--- config.mk ---
export PLATFORM = sky130hd
export DESIGN_NAME = uart_tx_arbiter
export DESIGN_NICKNAME = d
export VERILOG_FILES = /design/src/rtl/uart_tx_arbiter.sv
export SDC_FILE = /design/constraint.sdc
export NUM_CORES = 1
export LEC_CHECK = 0
export CELL_PAD_IN_SITES_DETAIL_PLACEMENT = 0
export CELL_PAD_IN_SITES_GLOBAL_PLACEMENT = 1
export CORE_MARGIN = 5
export CORE_UTILIZATION = 34
export CTS_CLUSTER_DIAMETER = 100
export DETAILED_ROUTE_END_ITERATION = 6
export HOLD_SLACK_MARGIN = 0.02
export PLACE_DENSITY = 0.75
export SLEW_MARGIN = 10
export SYNTH_ARGS = -nofsm -noshare
export SYNTH_HDL_FRONTEND = slang
export SYNTH_SLANG_ARGS = --single-unit
--- constraint.sdc ---
create_clock -name clk -period 1.9 [get_ports clk]
set_input_delay 0.19 -clock clk [delete_from_list [all_inputs] [get_ports clk]]
set_output_delay 0.19 -clock clk [all_outputs]
set_load 0.03 [all_outputs]
--- src/rtl/uart_tx_arbiter.sv ---
// Round-robin owner of a shared byte UART transmitter: four message sources,
// whole-message ownership, start/busy handshake with timeout, idle gap between messages.
module uart_tx_arbiter #(
  parameter int GAP_CYCLES    = 20000000,
  parameter int START_TIMEOUT = 16
) (
  input  logic        clk,
  input  logic        rst,
  input  logic [3:0]  req,
  input  logic [31:0] data_in,
  input  logic [3:0]  last,
  output logic [3:0]  ack,
  output logic [3:0]  grant,
  output logic        tx_start,
  output logic [7:0]  tx_data,
  input  logic        tx_busy,
  output logic        idle
);

  localparam int GW = (GAP_CYCLES > 0) ? $clog2(GAP_CYCLES + 1) : 1;
  localparam int TW = (START_TIMEOUT > 0) ? $clog2(START_TIMEOUT + 1) : 1;
  localparam logic [GW-1:0] GAP_LOAD = (GAP_CYCLES > 0) ? GW'(GAP_CYCLES - 1) : '0;
  localparam logic [TW-1:0] TO_MAX   = TW'(START_TIMEOUT);

  typedef enum logic [2:0] {
    S_IDLE, S_SEND, S_WAIT_HI, S_WAIT_DONE, S_GAP
  } state_t;

  state_t        state_q, state_d;
  logic [3:0]    grant_q, grant_d;
  logic [3:0]    ack_q, ack_d;
  logic          start_q, start_d;
  logic [7:0]    data_q, data_d;
  logic          is_last_q, is_last_d;
  logic [1:0]    owner_q, owner_d;
  logic [GW-1:0] gap_q, gap_d;
  logic [TW-1:0] to_q, to_d;
  logic [1:0]    pick;

  // First requester strictly after the previous owner, wrapping; the previous owner is tried last.
  function automatic logic [1:0] rr_pick(input logic [3:0] r, input logic [1:0] ptr);
    logic [1:0] idx;
    logic       found;
    rr_pick = ptr;
    found   = 1'b0;
    for (int k = 1; k <= 4; k++) begin
      idx = ptr + 2'(k);
      if (!found && r[idx]) begin
        rr_pick = idx;
        found   = 1'b1;
      end
    end
  endfunction

  assign pick = rr_pick(req, owner_q);

  always_comb begin
    state_d   = state_q;
    grant_d   = grant_q;
    ack_d     = 4'b0000;
    start_d   = 1'b0;
    data_d    = data_q;
    is_last_d = is_last_q;
    owner_d   = owner_q;
    gap_d     = gap_q;
    to_d      = to_q;
    case (state_q)
      S_IDLE: begin
        if (|req) begin
          owner_d = pick;
          grant_d = 4'b0001 << pick;
          state_d = S_SEND;
        end
      end
      S_SEND: begin
        if (req[owner_q]) begin
          data_d    = data_in[{owner_q, 3'b000} +: 8];
          start_d   = 1'b1;
          ack_d     = 4'b0001 << owner_q;
          is_last_d = last[owner_q];
          to_d      = '0;
          state_d   = S_WAIT_HI;
        end else begin
          grant_d = 4'b0000;
          if (GAP_CYCLES == 0) begin
            state_d = S_IDLE;
          end else begin
            gap_d   = GAP_LOAD;
            state_d = S_GAP;
          end
        end
      end
      S_WAIT_HI: begin
        // A transmitter that never reports busy is given up on after START_TIMEOUT clocks.
        if (tx_busy) begin
          state_d = S_WAIT_DONE;
        end else begin
          if (to_q != TO_MAX) to_d = to_q + 1'b1;
          if (int'(to_q) + 1 >= START_TIMEOUT) state_d = S_WAIT_DONE;
        end
      end
      S_WAIT_DONE: begin
        if (!tx_busy) begin
          if (is_last_q) begin
            grant_d = 4'b0000;
            if (GAP_CYCLES == 0) begin
              state_d = S_IDLE;
            end else begin
              gap_d   = GAP_LOAD;
              state_d = S_GAP;
            end
          end else begin
            state_d = S_SEND;
          end
        end
      end
      S_GAP: begin
        if (gap_q == '0) state_d = S_IDLE;
        else             gap_d   = gap_q - 1'b1;
      end
      default: state_d = S_IDLE;
    endcase
  end

  always_ff @(posedge clk) begin
    if (rst) begin
      state_q   <= S_IDLE;
      grant_q   <= 4'b0000;
      ack_q     <= 4'b0000;
      start_q   <= 1'b0;
      data_q    <= 8'h00;
      is_last_q <= 1'b0;
      owner_q   <= 2'd3;
      gap_q     <= '0;
      to_q      <= '0;
    end else begin
      state_q   <= state_d;
      grant_q   <= grant_d;
      ack_q     <= ack_d;
      start_q   <= start_d;
      data_q    <= data_d;
      is_last_q <= is_last_d;
      owner_q   <= owner_d;
      gap_q     <= gap_d;
      to_q      <= to_d;
    end
  end

  assign ack      = ack_q;
  assign grant    = grant_q;
  assign tx_start = start_q;
  assign tx_data  = data_q;
  assign idle     = (state_q == S_IDLE);

endmodule

==> metrics.md <==
| Metric | Value |
|---|---|
| I/O Buffers | `60` |
| Clk slew on worst S/H paths | `0.10 ns` |
| Final HPWL DP | `6.44 mm` |
| CP endpoint kind | `register` |
| Register area share after synthesis | `36.3%` |
| Via count | `3077` |
| Initial DRC count | `95` |
| Top achievable clock speed | `509 MHz` |
| #FFs+latches synth | `53` |
| Vias in the first global route | `3096` |
| Hold_ws | `0.462 ns` |
| Post-synthesis cell count | `333` |
| Synth Cell Area | `0.00292 mm²` |
| Failing checks | `setup timing` |
| Run status | `finished, violations left` |
| P&R area growth vs syn | `50.3%` |
| Async SR Flop Fraction | `0%` |
| Drt wl/cell | `15.7 µm` |
| Reg power frac | `22.1%` |
| Routed Antenna Nets | `0` |
| Leak | `1.66 nW` |
| Overflow after GRT | `0` |
| Total die area | `0.0106 mm²` |
| First-pass GRT wire length | `14.0 mm` |
| Worst slack at placement | `-0.201 ns` |
| Sw frac | `41.6%` |
| Worst skew pair latency | `0.31 ns` |
| N_diodes | `0` |
| # rows | `33` |
| Initial core utilization | `35.2%` |
| NumNets Final | `498` |
| Core Box Area | `0.00830 mm²` |
| Clock Tree Buf Depth | `2` |
| Die width | `103 µm` |
| Post-Route WL | `8.73 mm` |
| Min-Delay Path Class | `reg2reg` |
| Utilization after layout | `52.9%` |
| Worst EP arrival | `2.21 ns` |
| Slew Limit Fails | `0` |
| CTS tree | `done` |
| Fin crit period | `1.97 ns` |
| Crit path max fanout | `4` |
| Post-DR vias/cell | `5.52` |
| Post-synth EDFFs | `0` |
| Final period util | `103%` |
| Flop2flop setup slack | `-0.07 ns` |
| H-tree Lvls | `2` |
| Drt first pass iters | `5` |
| Placed inst area | `0.00411 mm²` |
| Gate power share | `65.5%` |
| Initial antenna violation count | `0` |
| DR DRC count | `0` |
| Final setup fails | `11` |
| Peak supply drop | `0.000929 V` |
| Skew final | `0.00947 ns` |
| Sw Pwr | `3.03 mW` |
| Measured slew at the worst slew-check pin | `0.411 ns` |
| Total Power | `7.29 mW` |
| Tot GR Track Use | `16.1%` |
| Setup ws final | `-0.0653 ns` |
| Final Instance Area | `0.00439 mm²` |
| Setup TNS Final | `-0.301 ns` |
| RSZ-0062 raised after global routing | `yes` |
| Relative slew slack | `72.4%` |
| Max-cap violations | `0` |
| PwrDens | `1660 mW/mm²` |
| Clock power frac | `12.4%` |
| CP Data Required Time | `2.14 ns` |
| Clock tree root driver cell | `clkbuf_8` |
| YS warnings | `0` |
| Layout cells sized above 1 | `27.4%` |
| IO Pins | `61` |
| Cell-internal power | `4.26 mW` |
| Non-filler instance count after layout | `557` |
| Die H | `103 µm` |
| Final hold violation count | `0` |
| Syn_area_per_cell | `8.78 µm²` |
| Cts bufs inserted | `5` |
| Ys flop type | `dfxtp_1` |
| Syn nets | `380` |
| Yosys cell types | `57` |
| Placed cells | `547` |
| Gp weighted congestion | `0.784` |
| Setup CP Type | `reg2reg` |
| Startpoint types | `register` |
| Sink Count | `53` |
| Largest net degree at the start of global routing | `39` |
-- cell usage after synthesis (4+ instances only) --
master    number  area [µm²]
nand2b_1       4        25.0
nor4_1         4        25.0
nor2b_1        5        31.3
nor3_1        10        50.1
a311oi_1       4        35.0
nand4_1        6        37.5
a31oi_1        9        56.3
and3_1         5        31.3
o21ai_0       16        80.1
or3_1          6        37.5
a211oi_1       5        37.5
inv_1          9        33.8
nand3_1        7        35.0
buf_2          4        20.0
or4_1         15         113
dfxtp_1       53        1060
nor2_1        18        67.6
mux4_2         9         203
and2_1         4        25.0
clkbuf_1      15        56.3
a21oi_1       30         150
o31ai_1       11        82.6
nand2_1       31         116
ha_1           4        50.1
-- critical path, stage by stage, from the launching register on --
cell,delay [ns]
dfxtp_2,0.33
or4_4,0.57
nor2_4,0.16
nand3_1,0.19
or4_1,0.50
a21oi_1,0.16
-- kinds of logic (layout without fill, tap and decap cells) --
| logic type | Yosys count | after routing | synth area share, % |
|---|---|---|---|
| mux | 13 | 13 | 8.51 |
| fa+ha+maj | 4 | 4 | 1.71 |
| simple gates | 142 | 142 | 28.5 |
| flops | 53 | 53 | 36.3 |
| compound gates | 91 | 91 | 20.6 |
| buf+inv | 30 | 149 | 4.41 |
-- flip-flops by register name (all words and copies together), names as in the netlist --
register	cells
ack	4
tx_start	1
is_last_q	1
to_q	5
state_q	3
gap_q	25
owner_q	2
grant	4
tx_data	8
-- path summary, 6_finish.rpt --
kind | to | cells after the start | start
worst min register to register | tx_data[5] | 2 | tx_data[5]
worst max-delay path | gap_q[17] | 5 | gap_q[8]
worst max register to register | gap_q[17] | 5 | gap_q[8]
worst min-delay path | tx_data[5] | 2 | tx_data[5]
-- final cells by class --
class                   instances  area (µm²)
fillers                       784        3910
clock buffers                   5        68.8
inverters                       9        33.8
multi-input cells             250        1850
repair buffers                132        1180
flip-flops and latches         53        1060
well taps                     105         131
clock inverters                 3        65.1
-- repair_timing --
action                     4_1_cts  5_1_grt
resized for setup               16       16
buffers inserted                 2        0
gates cloned                     0        0
setup endpoints to repair       26       30
pin swaps                        3        2
hold buffers                     0        0
-- per-layer routing --
layer / vias up / global-route usage (%) / part of all wire (%) / routed length, µm
met5: - / 0 / 0 / 0
met4: 0 / 3.19 / 0.53 / 46
met3: 5 / 3.52 / 8.9 / 780
met2: 101 / 29.0 / 47 / 4110
met1: 1463 / 19.7 / 43 / 3800
li1: 1508 / - / - / -
-- power groups by stage --
stage / Clock (mW) / Combinational, mW / Sequential [mW]
after global routing: 0.977 / 5.16 / 1.65
after floorplan: 0 / 2.35 / 1.76
after detailed placement: 0 / 4.23 / 1.61
final: 0.907 / 4.77 / 1.61
after CTS: 0.936 / 4.58 / 1.60
after global placement: 0 / 4.18 / 1.61
-- cells in the final DEF, fill, tap and decap left out, types with 6 or more instances in the layout --
master / instances
nor2_1: 17
a31oi_1: 9
nor3_1: 9
o21ai_0: 14
inv_1: 9
nand4_1: 6
nand2_1: 31
or4_1: 12
clkdlybuf4s50_1: 59
nand3_1: 7
dfxtp_1: 50
buf_4: 68
o31ai_1: 11
mux4_2: 9
a21oi_1: 30
Power figures use the tool's default switching activity.
